===== src/rtl/csr_access_sequencer.sv =====
// Sequences every CSR access (pipeline instructions, trap entry, mret) into the
// 3-cycle csr handshake. Build option CSR_SEQ_MPIE_EN adds MPIE save/restore.

`ifndef MSR_MSTATUS
`define MSR_MSTATUS 12'h300
`endif
`ifndef MSR_MTVEC
`define MSR_MTVEC 12'h305
`endif
`ifndef MSR_MEPC
`define MSR_MEPC 12'h341
`endif
`ifndef MSR_MCAUSE
`define MSR_MCAUSE 12'h342
`endif
`ifndef MSR_MTVAL
`define MSR_MTVAL 12'h343
`endif

module csr_access_sequencer #(
    parameter int CSR_DATA_WIDTH = 32,
    parameter int CSR_ADDR_WIDTH = 12
) (
    input  logic                      clk_i,
    input  logic                      rst_i,
    input  logic                      instr_req_i,
    input  logic [1:0]                instr_op_i,
    input  logic [CSR_ADDR_WIDTH-1:0] instr_addr_i,
    input  logic [CSR_DATA_WIDTH-1:0] instr_wdata_i,
    output logic                      instr_ack_o,
    output logic                      instr_err_o,
    output logic [CSR_DATA_WIDTH-1:0] instr_rdata_o,
    input  logic                      trap_req_i,
    input  logic [CSR_DATA_WIDTH-1:0] trap_cause_i,
    input  logic [CSR_DATA_WIDTH-1:0] trap_epc_i,
    input  logic [CSR_DATA_WIDTH-1:0] trap_tval_i,
    output logic                      trap_done_o,
    output logic [CSR_DATA_WIDTH-1:0] trap_vector_o,
    input  logic                      mret_req_i,
    output logic                      mret_done_o,
    output logic [CSR_DATA_WIDTH-1:0] mret_pc_o,
    output logic                      seq_busy_o,
    output logic                      csr_en_o,
    output logic [1:0]                csr_op_o,
    output logic [CSR_ADDR_WIDTH-1:0] csr_addr_o,
    output logic [CSR_DATA_WIDTH-1:0] csr_wdata_o,
    input  logic [CSR_DATA_WIDTH-1:0] csr_rdata_i,
    input  logic                      csr_busy_i
);

    localparam logic [1:0] OP_SET     = 2'd0;
    localparam logic [1:0] OP_WRITE   = 2'd1;
    localparam logic [1:0] OP_CLEAR   = 2'd2;
    localparam logic [1:0] OP_ILLEGAL = 2'd3;

    localparam logic [CSR_ADDR_WIDTH-1:0] ADDR_MSTATUS = CSR_ADDR_WIDTH'(`MSR_MSTATUS);
    localparam logic [CSR_ADDR_WIDTH-1:0] ADDR_MTVEC   = CSR_ADDR_WIDTH'(`MSR_MTVEC);
    localparam logic [CSR_ADDR_WIDTH-1:0] ADDR_MEPC    = CSR_ADDR_WIDTH'(`MSR_MEPC);
    localparam logic [CSR_ADDR_WIDTH-1:0] ADDR_MCAUSE  = CSR_ADDR_WIDTH'(`MSR_MCAUSE);
    localparam logic [CSR_ADDR_WIDTH-1:0] ADDR_MTVAL   = CSR_ADDR_WIDTH'(`MSR_MTVAL);

    localparam logic [CSR_DATA_WIDTH-1:0] MIE_MASK  = CSR_DATA_WIDTH'(32'h8);

`ifdef CSR_SEQ_MPIE_EN
    localparam logic [CSR_DATA_WIDTH-1:0] MPIE_MASK = CSR_DATA_WIDTH'(32'h80);
    localparam logic [2:0] TRAP_LAST    = 3'd5;
    localparam logic [2:0] MRET_LAST    = 3'd2;
    localparam logic [2:0] MRET_PC_STEP = 3'd2;
`else
    localparam logic [2:0] TRAP_LAST    = 3'd4;
    localparam logic [2:0] MRET_LAST    = 3'd1;
    localparam logic [2:0] MRET_PC_STEP = 3'd0;
`endif

    typedef enum logic [2:0] {
        S_IDLE,
        S_ISSUE,
        S_WAIT_HI,
        S_WAIT_LO,
        S_DONE
    } state_t;

    typedef enum logic [1:0] {
        SEQ_INSTR,
        SEQ_TRAP,
        SEQ_MRET
    } seq_t;

    state_t state_reg, state_next;
    seq_t   seq_reg, seq_next;
    logic [2:0] step_reg, step_next;
    logic [2:0] last_step;

    logic [CSR_DATA_WIDTH-1:0] cause_reg, cause_next;
    logic [CSR_DATA_WIDTH-1:0] epc_reg, epc_next;
    logic [CSR_DATA_WIDTH-1:0] tval_reg, tval_next;

    logic                      ack_reg, ack_next;
    logic                      err_reg, err_next;
    logic [CSR_DATA_WIDTH-1:0] rdata_reg, rdata_next;
    logic                      trap_done_reg, trap_done_next;
    logic [CSR_DATA_WIDTH-1:0] vector_reg, vector_next;
    logic                      mret_done_reg, mret_done_next;
    logic [CSR_DATA_WIDTH-1:0] pc_reg, pc_next;
    logic                      busy_reg;
    logic                      csr_en_reg;
    logic [1:0]                csr_op_reg;
    logic [CSR_ADDR_WIDTH-1:0] csr_addr_reg;
    logic [CSR_DATA_WIDTH-1:0] csr_wdata_reg;

    logic [1:0]                dec_op;
    logic [CSR_ADDR_WIDTH-1:0] dec_addr;
    logic [CSR_DATA_WIDTH-1:0] dec_wdata;

`ifdef CSR_SEQ_MPIE_EN
    logic [CSR_DATA_WIDTH-1:0] mstatus_old_reg, mstatus_old_next;
    logic [CSR_DATA_WIDTH-1:0] trap_mstatus;
    logic [CSR_DATA_WIDTH-1:0] mret_mstatus;

    // Trap: MPIE <= MIE, MIE <= 0. Mret: MIE <= MPIE, MPIE <= 1.
    assign trap_mstatus = (mstatus_old_next & ~(MIE_MASK | MPIE_MASK))
                        | (mstatus_old_next[3] ? MPIE_MASK : '0);
    assign mret_mstatus = (mstatus_old_next & ~MIE_MASK)
                        | (mstatus_old_next[7] ? MIE_MASK : '0) | MPIE_MASK;
`endif

    always_comb begin
        last_step = 3'd0;
        if (seq_reg == SEQ_TRAP) begin
            last_step = TRAP_LAST;
        end else if (seq_reg == SEQ_MRET) begin
            last_step = MRET_LAST;
        end
    end

    // Sequencing: arbitration in IDLE, handshake tracking, result capture.
    always_comb begin
        state_next     = state_reg;
        seq_next       = seq_reg;
        step_next      = step_reg;
        cause_next     = cause_reg;
        epc_next       = epc_reg;
        tval_next      = tval_reg;
        ack_next       = 1'b0;
        err_next       = 1'b0;
        rdata_next     = rdata_reg;
        trap_done_next = 1'b0;
        vector_next    = vector_reg;
        mret_done_next = 1'b0;
        pc_next        = pc_reg;
`ifdef CSR_SEQ_MPIE_EN
        mstatus_old_next = mstatus_old_reg;
`endif
        case (state_reg)
            S_IDLE: begin
                if (!csr_busy_i) begin
                    if (trap_req_i) begin
                        seq_next   = SEQ_TRAP;
                        step_next  = 3'd0;
                        cause_next = trap_cause_i;
                        epc_next   = trap_epc_i;
                        tval_next  = trap_tval_i;
                        state_next = S_ISSUE;
                    end else if (mret_req_i) begin
                        seq_next   = SEQ_MRET;
                        step_next  = 3'd0;
                        state_next = S_ISSUE;
                    end else if (instr_req_i) begin
                        seq_next  = SEQ_INSTR;
                        step_next = 3'd0;
                        if (instr_op_i == OP_ILLEGAL) begin
                            state_next = S_DONE;
                            ack_next   = 1'b1;
                            err_next   = 1'b1;
                            rdata_next = '0;
                        end else begin
                            state_next = S_ISSUE;
                        end
                    end
                end
            end
            S_ISSUE: state_next = S_WAIT_HI;
            S_WAIT_HI: begin
                if (csr_busy_i) begin
                    state_next = S_WAIT_LO;
                end
            end
            S_WAIT_LO: begin
                if (!csr_busy_i) begin
                    if (seq_reg == SEQ_INSTR) begin
                        rdata_next = csr_rdata_i;
                    end
                    if (seq_reg == SEQ_TRAP && step_reg == TRAP_LAST) begin
                        vector_next = csr_rdata_i;
                    end
                    if (seq_reg == SEQ_MRET && step_reg == MRET_PC_STEP) begin
                        pc_next = csr_rdata_i;
                    end
`ifdef CSR_SEQ_MPIE_EN
                    if ((seq_reg == SEQ_TRAP && step_reg == 3'd3) ||
                        (seq_reg == SEQ_MRET && step_reg == 3'd0)) begin
                        mstatus_old_next = csr_rdata_i;
                    end
`endif
                    if (step_reg == last_step) begin
                        state_next     = S_DONE;
                        ack_next       = (seq_reg == SEQ_INSTR);
                        trap_done_next = (seq_reg == SEQ_TRAP);
                        mret_done_next = (seq_reg == SEQ_MRET);
                    end else begin
                        step_next  = step_reg + 3'd1;
                        state_next = S_ISSUE;
                    end
                end
            end
            S_DONE:  state_next = S_IDLE;
            default: state_next = S_IDLE;
        endcase
    end

    // Access decode for the step about to be issued; uses next-state values so
    // operands latched or captured on the same edge are already visible.
    always_comb begin
        dec_addr  = instr_addr_i;
        dec_op    = instr_op_i;
        dec_wdata = instr_wdata_i;
        if (seq_next == SEQ_TRAP) begin
            dec_op    = OP_WRITE;
            dec_wdata = '0;
            case (step_next)
                3'd0: begin dec_addr = ADDR_MEPC;   dec_wdata = epc_next;   end
                3'd1: begin dec_addr = ADDR_MCAUSE; dec_wdata = cause_next; end
                3'd2: begin dec_addr = ADDR_MTVAL;  dec_wdata = tval_next;  end
`ifdef CSR_SEQ_MPIE_EN
                3'd3: begin dec_addr = ADDR_MSTATUS; dec_op = OP_SET; end
                3'd4: begin dec_addr = ADDR_MSTATUS; dec_wdata = trap_mstatus; end
`else
                3'd3: begin dec_addr = ADDR_MSTATUS; dec_op = OP_CLEAR; dec_wdata = MIE_MASK; end
`endif
                default: begin dec_addr = ADDR_MTVEC; dec_op = OP_SET; end
            endcase
        end else if (seq_next == SEQ_MRET) begin
            dec_op    = OP_SET;
            dec_wdata = '0;
            case (step_next)
`ifdef CSR_SEQ_MPIE_EN
                3'd0: dec_addr = ADDR_MSTATUS;
                3'd1: begin dec_addr = ADDR_MSTATUS; dec_op = OP_WRITE; dec_wdata = mret_mstatus; end
                default: dec_addr = ADDR_MEPC;
`else
                3'd0: dec_addr = ADDR_MEPC;
                default: begin dec_addr = ADDR_MSTATUS; dec_wdata = MIE_MASK; end
`endif
            endcase
        end
    end

    always_ff @(posedge clk_i) begin
        if (rst_i) begin
            state_reg     <= S_IDLE;
            seq_reg       <= SEQ_INSTR;
            step_reg      <= 3'd0;
            cause_reg     <= '0;
            epc_reg       <= '0;
            tval_reg      <= '0;
            ack_reg       <= 1'b0;
            err_reg       <= 1'b0;
            rdata_reg     <= '0;
            trap_done_reg <= 1'b0;
            vector_reg    <= '0;
            mret_done_reg <= 1'b0;
            pc_reg        <= '0;
            busy_reg      <= 1'b0;
            csr_en_reg    <= 1'b0;
            csr_op_reg    <= '0;
            csr_addr_reg  <= '0;
            csr_wdata_reg <= '0;
`ifdef CSR_SEQ_MPIE_EN
            mstatus_old_reg <= '0;
`endif
        end else begin
            state_reg     <= state_next;
            seq_reg       <= seq_next;
            step_reg      <= step_next;
            cause_reg     <= cause_next;
            epc_reg       <= epc_next;
            tval_reg      <= tval_next;
            ack_reg       <= ack_next;
            err_reg       <= err_next;
            rdata_reg     <= rdata_next;
            trap_done_reg <= trap_done_next;
            vector_reg    <= vector_next;
            mret_done_reg <= mret_done_next;
            pc_reg        <= pc_next;
            busy_reg      <= (state_next != S_IDLE);
            csr_en_reg    <= (state_next == S_ISSUE);
`ifdef CSR_SEQ_MPIE_EN
            mstatus_old_reg <= mstatus_old_next;
`endif
            // Access fields change only on entry to ISSUE, so they stay stable
            // through the csr unit's write cycle.
            if (state_next == S_ISSUE) begin
                csr_op_reg    <= dec_op;
                csr_addr_reg  <= dec_addr;
                csr_wdata_reg <= dec_wdata;
            end
        end
    end

    assign instr_ack_o   = ack_reg;
    assign instr_err_o   = err_reg;
    assign instr_rdata_o = rdata_reg;
    assign trap_done_o   = trap_done_reg;
    assign trap_vector_o = vector_reg;
    assign mret_done_o   = mret_done_reg;
    assign mret_pc_o     = pc_reg;
    assign seq_busy_o    = busy_reg;
    assign csr_en_o      = csr_en_reg;
    assign csr_op_o      = csr_op_reg;
    assign csr_addr_o    = csr_addr_reg;
    assign csr_wdata_o   = csr_wdata_reg;

endmodule


===== config.mk =====
export PLATFORM = sky130hd
export DESIGN_NAME = csr_access_sequencer
export DESIGN_NICKNAME = d
export VERILOG_FILES = /design/src/rtl/csr_access_sequencer.sv
export SDC_FILE = /design/constraint.sdc
export NUM_CORES = 1
export LEC_CHECK = 0
export BUFFER_PORTS_ARGS = -buffer_cell sky130_fd_sc_hd__buf_2
export CORE_MARGIN = 8
export CORE_UTILIZATION = 50
export CTS_CLUSTER_DIAMETER = 200
export DETAILED_ROUTE_END_ITERATION = 8
export PLACE_DENSITY = 0.78
export SETUP_SLACK_MARGIN = 0.5
export SLEW_MARGIN = 30
export SYNTH_ARGS = -nofsm -noshare
export SYNTH_HDL_FRONTEND = slang
export SYNTH_SLANG_ARGS = --single-unit

===== constraint.sdc =====
create_clock -name clk_i -period 5.3 [get_ports clk_i]
set_input_delay 0.265 -clock clk_i [delete_from_list [all_inputs] [get_ports clk_i]]
set_output_delay 0.265 -clock clk_i [all_outputs]
set_load 0.01 [all_outputs]

==> results.py, run 1 <==
metrics = {
    "status": {
        "status": "complete, no violations",
    },
    "synthesis": {
        "synthArstFlopShare": 0,
        "synth_edf_count": 0,
        "avgSynthCellArea_um2": 8.09,
        "synth_flop_cell": "dfxtp_1",
        "yosysSeqAreaShare": 0.463,
        "ys_warn_count": 0,
        "ys_seq_elements": 252,
        "syn_area_um2": 10900,
        "yosysUniqueCellTypes": 60,
        "synth_cells": 1347,
        "synth_fp_nets": 1529,
    },
    "clock_tree": {
        "cts_tree": "yes",
        "numClockSinks": 252,
        "clkLatencyLatePin_ns": 0.53,
        "clk_pin_slew_ns": 0.06,
        "cts_root_buf": "clkbuf_16",
        "cts_buffers": 27,
        "clock_path_buffers": 3,
        "cts_resized": 0,
        "h-tree-depth": 1,
    },
    "critical_path": {
        "cp.arrival_ns": 4.21,
        "endpoint_kind": "register",
        "crit_buf_inv": 2,
        "rrSetupSlack_ns": 1.52,
        "cp_cell_sequence": "nor4_2, a21oi_2, a21oi_2, buf_4, nand2_2, buf_4, nor4b_2, a31oi_1, a311oi_1",
        "cp_top_family": "simple AND/OR/NAND/NOR gates",
        "slowest_delay_ns": 0.85,
        "critPathLaunchType": "register",
        "r2r_end": "csr_addr_o[6]",
        "crit_path_end": "csr_addr_o[6]",
        "cp.required_ns": 5.72,
        "r2r-start": "state_reg[0]",
        "cp.depth": 9,
        "path_max_fanout": 45,
        "crit_type": "reg2reg",
        "cp_slowest_cell": "nor4_2",
        "cp-startpoint": "state_reg[0]",
        "r2r_cells": 9,
    },
    "sta": {
        "post-route-period-util": 0.714,
        "timing.fmax_mhz": 264,
        "layout_min_cycle_time_ns": 3.78,
        "tns_ns": 0,
        "hold_viol_final": 0,
        "finalClockSkew_ns": 0.0170,
        "setup_violations": 0,
        "slew_violations": 0,
        "rsz0062_at_grt": "false",
        "worst_slew_pin_slew_ns": 0.971,
        "slew-limit-headroom": 0.347,
    },
    "global_routing": {
        "grt-ovfl-total": 0,
        "grt.total_usage": 0.260,
        "grt_pass1_vias": 10900,
        "grt_pass1_wl_um": 57600,
        "antenna_found_initial": 6,
        "grt_max_degree": 125,
    },
    "place": {
        "place_area_um2": 12600,
        "io_buffers": 327,
        "dp_hpwl_um": 24500,
        "dp_cells": 1852,
        "gp_congestion": 0.841,
    },
    "min_path": {
        "hold_class": "in2reg",
    },
    "power_and_ir_drop": {
        "p_seq_frac": 0.443,
        "leakagePower_nw": 6.24,
        "powerDensity_nw_per_um2": 329,
        "switching_power_mw": 1.21,
        "ir_drop_uv": 279,
        "power.internal_mw": 3.42,
        "power_frac_comb": 0.160,
        "swShare": 0.262,
        "power_frac_clock": 0.397,
    },
    "finish": {
        "fillers": 1837,
        "final_common_cell": "nand2_1",
        "final_layout_size_suffix_gt1_frac": 0.236,
        "stdcell_area_um2": 14100,
        "area_growth_pct": 28.9,
        "final_cell_mix": "nand2_1 (367), buf_2 (326), dfxtp_1 (252)",
        "finalNetCount": 1846,
        "layout.cells.non_filler": 1962,
    },
    "drt": {
        "wire_per_inst_um": 18.8,
        "drtIter0Drc": 922,
        "drt-total-wl_um": 36800,
        "ant_nets": 0,
        "drc": 0,
        "drt-pass1-iter-count": 5,
        "viasPerCell": 5.75,
        "num_vias": 11300,
    },
    "floorplanning": {
        "start_util": 0.504,
        "dieArea_um2": 26800,
        "die_h_um": 164,
        "num_rows": 54,
        "pin_count": 328,
        "die_x_um": 164,
        "coreArea_um2": 21600,
    },
    "job": {
        "cap_viol_max_count": 0,
    },
}
worst min-delay path by stage:
stage | slack, ns | endpoint | startpoint | cells after the start
after floorplan | 0.39 | csr_addr_o[10] | instr_addr_i[10] | 1
after global placement | 0.44 | csr_addr_o[11] | csr_addr_o[11] | 2
after detailed placement | 0.44 | csr_addr_o[11] | csr_addr_o[11] | 2
after CTS | 0.0007 | mret_pc_o[15] | csr_rdata_i[15] | 3
after global routing | 0.003 | trap_vector_o[5] | csr_rdata_i[5] | 3
final | 0.009 | cause_reg[28] | trap_cause_i[28] | 3
routing by layer:
layer | vias to the layer above | GRT usage | routed length, um
li1 | 5360 | - | -
met1 | 5294 | 0.323 | 14700
met2 | 511 | 0.416 | 16900
met3 | 101 | 0.0854 | 3950
met4 | 6 | 0.0942 | 1240
met5 | - | 0 | 32
area by class of cell:
| class | instances | area [um2] | share of cell area |
|---|---|---|---|
| timing repair buffer | 407 | 2430 | 0.173 |
| sequential | 252 | 5040 | 0.359 |
| antenna | 3 | 7.51 | 0.000534 |
| inverter | 8 | 30.0 | 0.00214 |
| tap | 280 | 350 | 0.0249 |
| multi-input combinational | 968 | 5350 | 0.381 |
| clock inverter | 7 | 110 | 0.00783 |
| clock buffer | 37 | 733 | 0.0522 |
per-stage QoR:
step                 util  hold WS (ns)  setup WS [ns]  total power, mW
floorplan               -         0.391           2.99             2.54
global placement    0.580         0.438           1.53             2.76
detailed placement  0.582         0.443           1.42             2.78
CTS                 0.650      0.000682           1.53             4.64
global route        0.650       0.00348           1.18             4.81
finish              0.650       0.00936           1.52             4.63
power groups by stage:
stage | registers (mW) | clock network, mW | logic (mW)
detailed placement | 2.09 | 0 | 0.694
global route | 2.06 | 1.94 | 0.813
floorplan | 2.10 | 0 | 0.445
CTS | 2.05 | 1.86 | 0.737
global placement | 2.09 | 0 | 0.678
finish | 2.05 | 1.84 | 0.742
cell families (layout without fill, tap and decap cells):
kind of cell | count (synthesis) | count (layout) | synth area share
adders and majority gates | 2 | 2 | 0.00230
xor gates and xnor gates | 2 | 2 | 0.00161
and+or+nand+nor | 566 | 566 | 0.222
buffers and inverters | 127 | 459 | 0.0495
DFF | 252 | 252 | 0.463
AOI/OAI and AO/OA | 366 | 366 | 0.233
muxes | 32 | 32 | 0.0295
other | 0 | 3 | 0
cell usage after synthesis (4+ instances only):
master,instances,share of area
a211oi_1,62,0.043
a21o_1,34,0.023
a21oi_1,138,0.063
a221oi_1,31,0.025
a22o_1,6,0.0048
a22oi_1,33,0.023
a311o_1,30,0.028
a311oi_1,5,0.0040
and2_1,5,0.0029
and3_1,31,0.018
buf_1,5,0.0017
buf_2,23,0.011
buf_4,9,0.0062
clkbuf_1,82,0.028
dfxtp_1,252,0.46
inv_1,8,0.0028
mux2i_1,31,0.028
nand2_1,369,0.13
nand3_1,5,0.0023
nor2_1,81,0.028
nor2b_1,13,0.0075
nor3_1,40,0.018
o21ai_0,4,0.0018
worst min-delay path, cell delays in order:
cell	delay (ns)
buf_2	0.09
nand2_1	0.07
a21oi_1	0.06
timing repair:
item                      in CTS  in global routing
hold buffers                  63                  0
buffers inserted               0                  0
hold endpoints to repair      68                  0
(Power assumes the default switching activity.)
==> inputs of run 2 (changes only) <==
- ABC_AREA: unset -> 1
- clock period: 5.3 -> 3.9 ns (I/O delays scaled with it)
==> results.py, run 2 <==
metrics = {
    "synthesis": {
        "synth_edf_count": 0,
        "synth_top_cell_area_share": 0.467,
        "synth.top_cells.by_count": "nand2_1 (269), dfxtp_1 (252), inv_1 (231), nor2_1 (175), o21ai_0 (173)",
        "synth_flop_cell": "dfxtp_1",
        "synth_cells": 1541,
        "ys_seq_elements": 252,
        "avgSynthCellArea_um2": 7.00,
        "yosysUniqueCellTypes": 27,
        "yosysSeqAreaShare": 0.467,
        "synth_top_area_cell": "dfxtp_1",
        "synth_most_common_cell": "nand2_1",
        "synthArstFlopShare": 0,
        "ys_warn_count": 0,
        "synth_area_leaders": "dfxtp_1 (47%), nand2_1 (9.4%), inv_1 (8.0%), o21ai_0 (8.0%), a21oi_1 (6.9%)",
        "synth_fp_nets": 1723,
        "syn_area_um2": 10800,
    },
    "clock_tree": {
        "numClockSinks": 252,
        "hold_buffers": 72,
        "clkLatencyLatePin_ns": 0.53,
        "clk_pin_slew_ns": 0.06,
        "cts_resized": 0,
        "h-tree-depth": 1,
        "cts_tree": "yes",
        "cts_buffers": 26,
        "cts_root_buf": "clkbuf_16",
        "post_cts_buffers": 0,
        "clock_path_buffers": 3,
    },
    "power_and_ir_drop": {
        "leakagePower_nw": 7.19,
        "p_seq_frac": 0.422,
        "swShare": 0.284,
        "power_frac_comb": 0.190,
        "powerDensity_nw_per_um2": 484,
        "power_frac_clock": 0.388,
        "switching_power_mw": 1.94,
        "power.internal_mw": 4.89,
        "ir_drop_uv": 331,
    },
    "finish": {
        "final_common_cell": "buf_2",
        "final_cell_mix": "buf_2 (326), nand2_1 (268), dfxtp_1 (252)",
        "area_growth_pct": 30.7,
        "fillers": 1820,
        "finalNetCount": 2060,
        "seq_area_um2": 5040,
        "final_layout_size_suffix_gt1_frac": 0.217,
        "multiInputGateArea_um2": 4420,
    },
    "global_routing": {
        "grt.total_usage": 0.261,
        "antenna_found_initial": 2,
        "grt-ovfl-total": 0,
        "grt_pass1_vias": 11400,
        "grt_pass1_wl_um": 57100,
        "grt_max_degree": 193,
    },
    "drt": {
        "drc": 0,
        "drtIter0Drc": 952,
        "viasPerCell": 5.30,
        "ant_nets": 0,
        "wire_per_inst_um": 16.8,
        "drt-total-wl_um": 36600,
        "num_vias": 11500,
        "drt-pass1-iter-count": 8,
    },
    "place": {
        "io_buffers": 327,
        "gp_congestion": 0.863,
        "dp_hpwl_um": 24200,
    },
    "critical_path": {
        "cp_slowest_cell": "nor2_4",
        "cp_top_family": "simple AND/OR/NAND/NOR gates",
        "cp.arrival_ns": 3.45,
        "slowest_delay_ns": 0.71,
        "crit_top_cell": "nand2_1",
        "path_max_fanout": 32,
        "critPathLaunchType": "register",
        "crit_buf_inv": 3,
        "cp_cell_sequence": "inv_2, nand2_1, nor2_1, inv_2, nand2_1, nand2_2, nand3_1, nand2_1, nand2_2, nand2_2, buf_4, nand2_1, nor2_4, nand2_1, nand3_1, nand2_1, a21oi_1",
        "cp.required_ns": 4.34,
        "endpoint_kind": "register",
        "crit_type": "reg2reg",
    },
    "floorplanning": {
        "start_util": 0.512,
        "pin_count": 328,
        "die_x_um": 163,
        "die_h_um": 163,
        "dieArea_um2": 26500,
        "num_rows": 53,
        "coreArea_um2": 21100,
    },
    "sta": {
        "timing.fmax_mhz": 332,
        "slew_violations": 0,
        "tns_ns": 0,
        "setup_violations": 0,
        "layout_min_cycle_time_ns": 3.02,
        "rsz0062_at_grt": "false",
        "worst_slew_pin_slew_ns": 0.905,
        "worst_hold_slack_ns": 0.0169,
        "post-route-period-util": 0.773,
        "hold_viol_final": 0,
        "finalClockSkew_ns": 0.0149,
        "slew-limit-headroom": 0.396,
    },
    "job": {
        "cap_viol_max_count": 0,
    },
    "min_path": {
        "hold_class": "in2reg",
    },
    "status": {
        "status": "complete, no violations",
    },
}
==> run 2: worst paths after layout <==
path | cells past startpoint | slack (ns) | to | startpoint
worst max-delay path | 17 | 0.88 | csr_wdata_o[7] | seq_reg[1]
worst min-delay path | 3 | 0.02 | csr_wdata_o[30] | instr_wdata_i[30]
worst max register to register | 17 | 0.88 | csr_wdata_o[7] | seq_reg[1]
worst min register to register | 2 | 0.46 | instr_rdata_o[22] | instr_rdata_o[22]
==> run 2: cell type report <==
cell class,instances,area share
antenna,2,0.000355
clock buffer,38,0.0551
clock inverter,8,0.0101
inverter,243,0.0648
multi-input combinational,946,0.313
sequential,252,0.358
tap,275,0.0244
timing repair buffer,409,0.175
==> run 2: kinds of logic (layout without fill, tap and decap cells) <==
group / after synthesis / after routing / synth area share
fa+ha+maj: 2 / 2 / 0.00232
other cells: 0 / 2 / 0
buf+inv: 343 / 698 / 0.125
flops: 252 / 252 / 0.467
compound gates: 361 / 361 / 0.176
simple gates: 583 / 583 / 0.228
==> run 2: worst min-delay path: cells and delay by family <==
family,cells,cell delay (ns)
AOI/OAI and AO/OA,2,0.23
buffers and inverters,1,0.08
==> run 2: stage by stage <==
stage                     cell area, um2  std cells  utilization  power, mW  worst slack [ns]
after floorplan                    10800       1541            -       3.69              2.13
after global placement             12500       2053        0.591       4.11              1.18
after detailed placement           12500       2053        0.591       4.14             0.977
after CTS                          14100       2171        0.668       6.85             0.908
after global routing               14100       2172        0.669       7.10             0.647
final                              14100       2173        0.669       6.83             0.885
==> run 2: power by group through the flow <==
stage                     registers, mW  clock network [mW]  logic (mW)
after floorplan                    2.97                   0       0.719
after global placement             2.93                   0        1.18
after detailed placement           2.93                   0        1.21
after CTS                          2.88                2.69        1.28
after global routing               2.90                2.78        1.42
final                              2.88                2.65        1.29
==> run 2: routing by layer <==
layer | track usage | part of all wire
met5 | 0 | 0.00036
met4 | 0.141 | 0.049
met3 | 0.0508 | 0.076
met2 | 0.446 | 0.48
met1 | 0.304 | 0.39
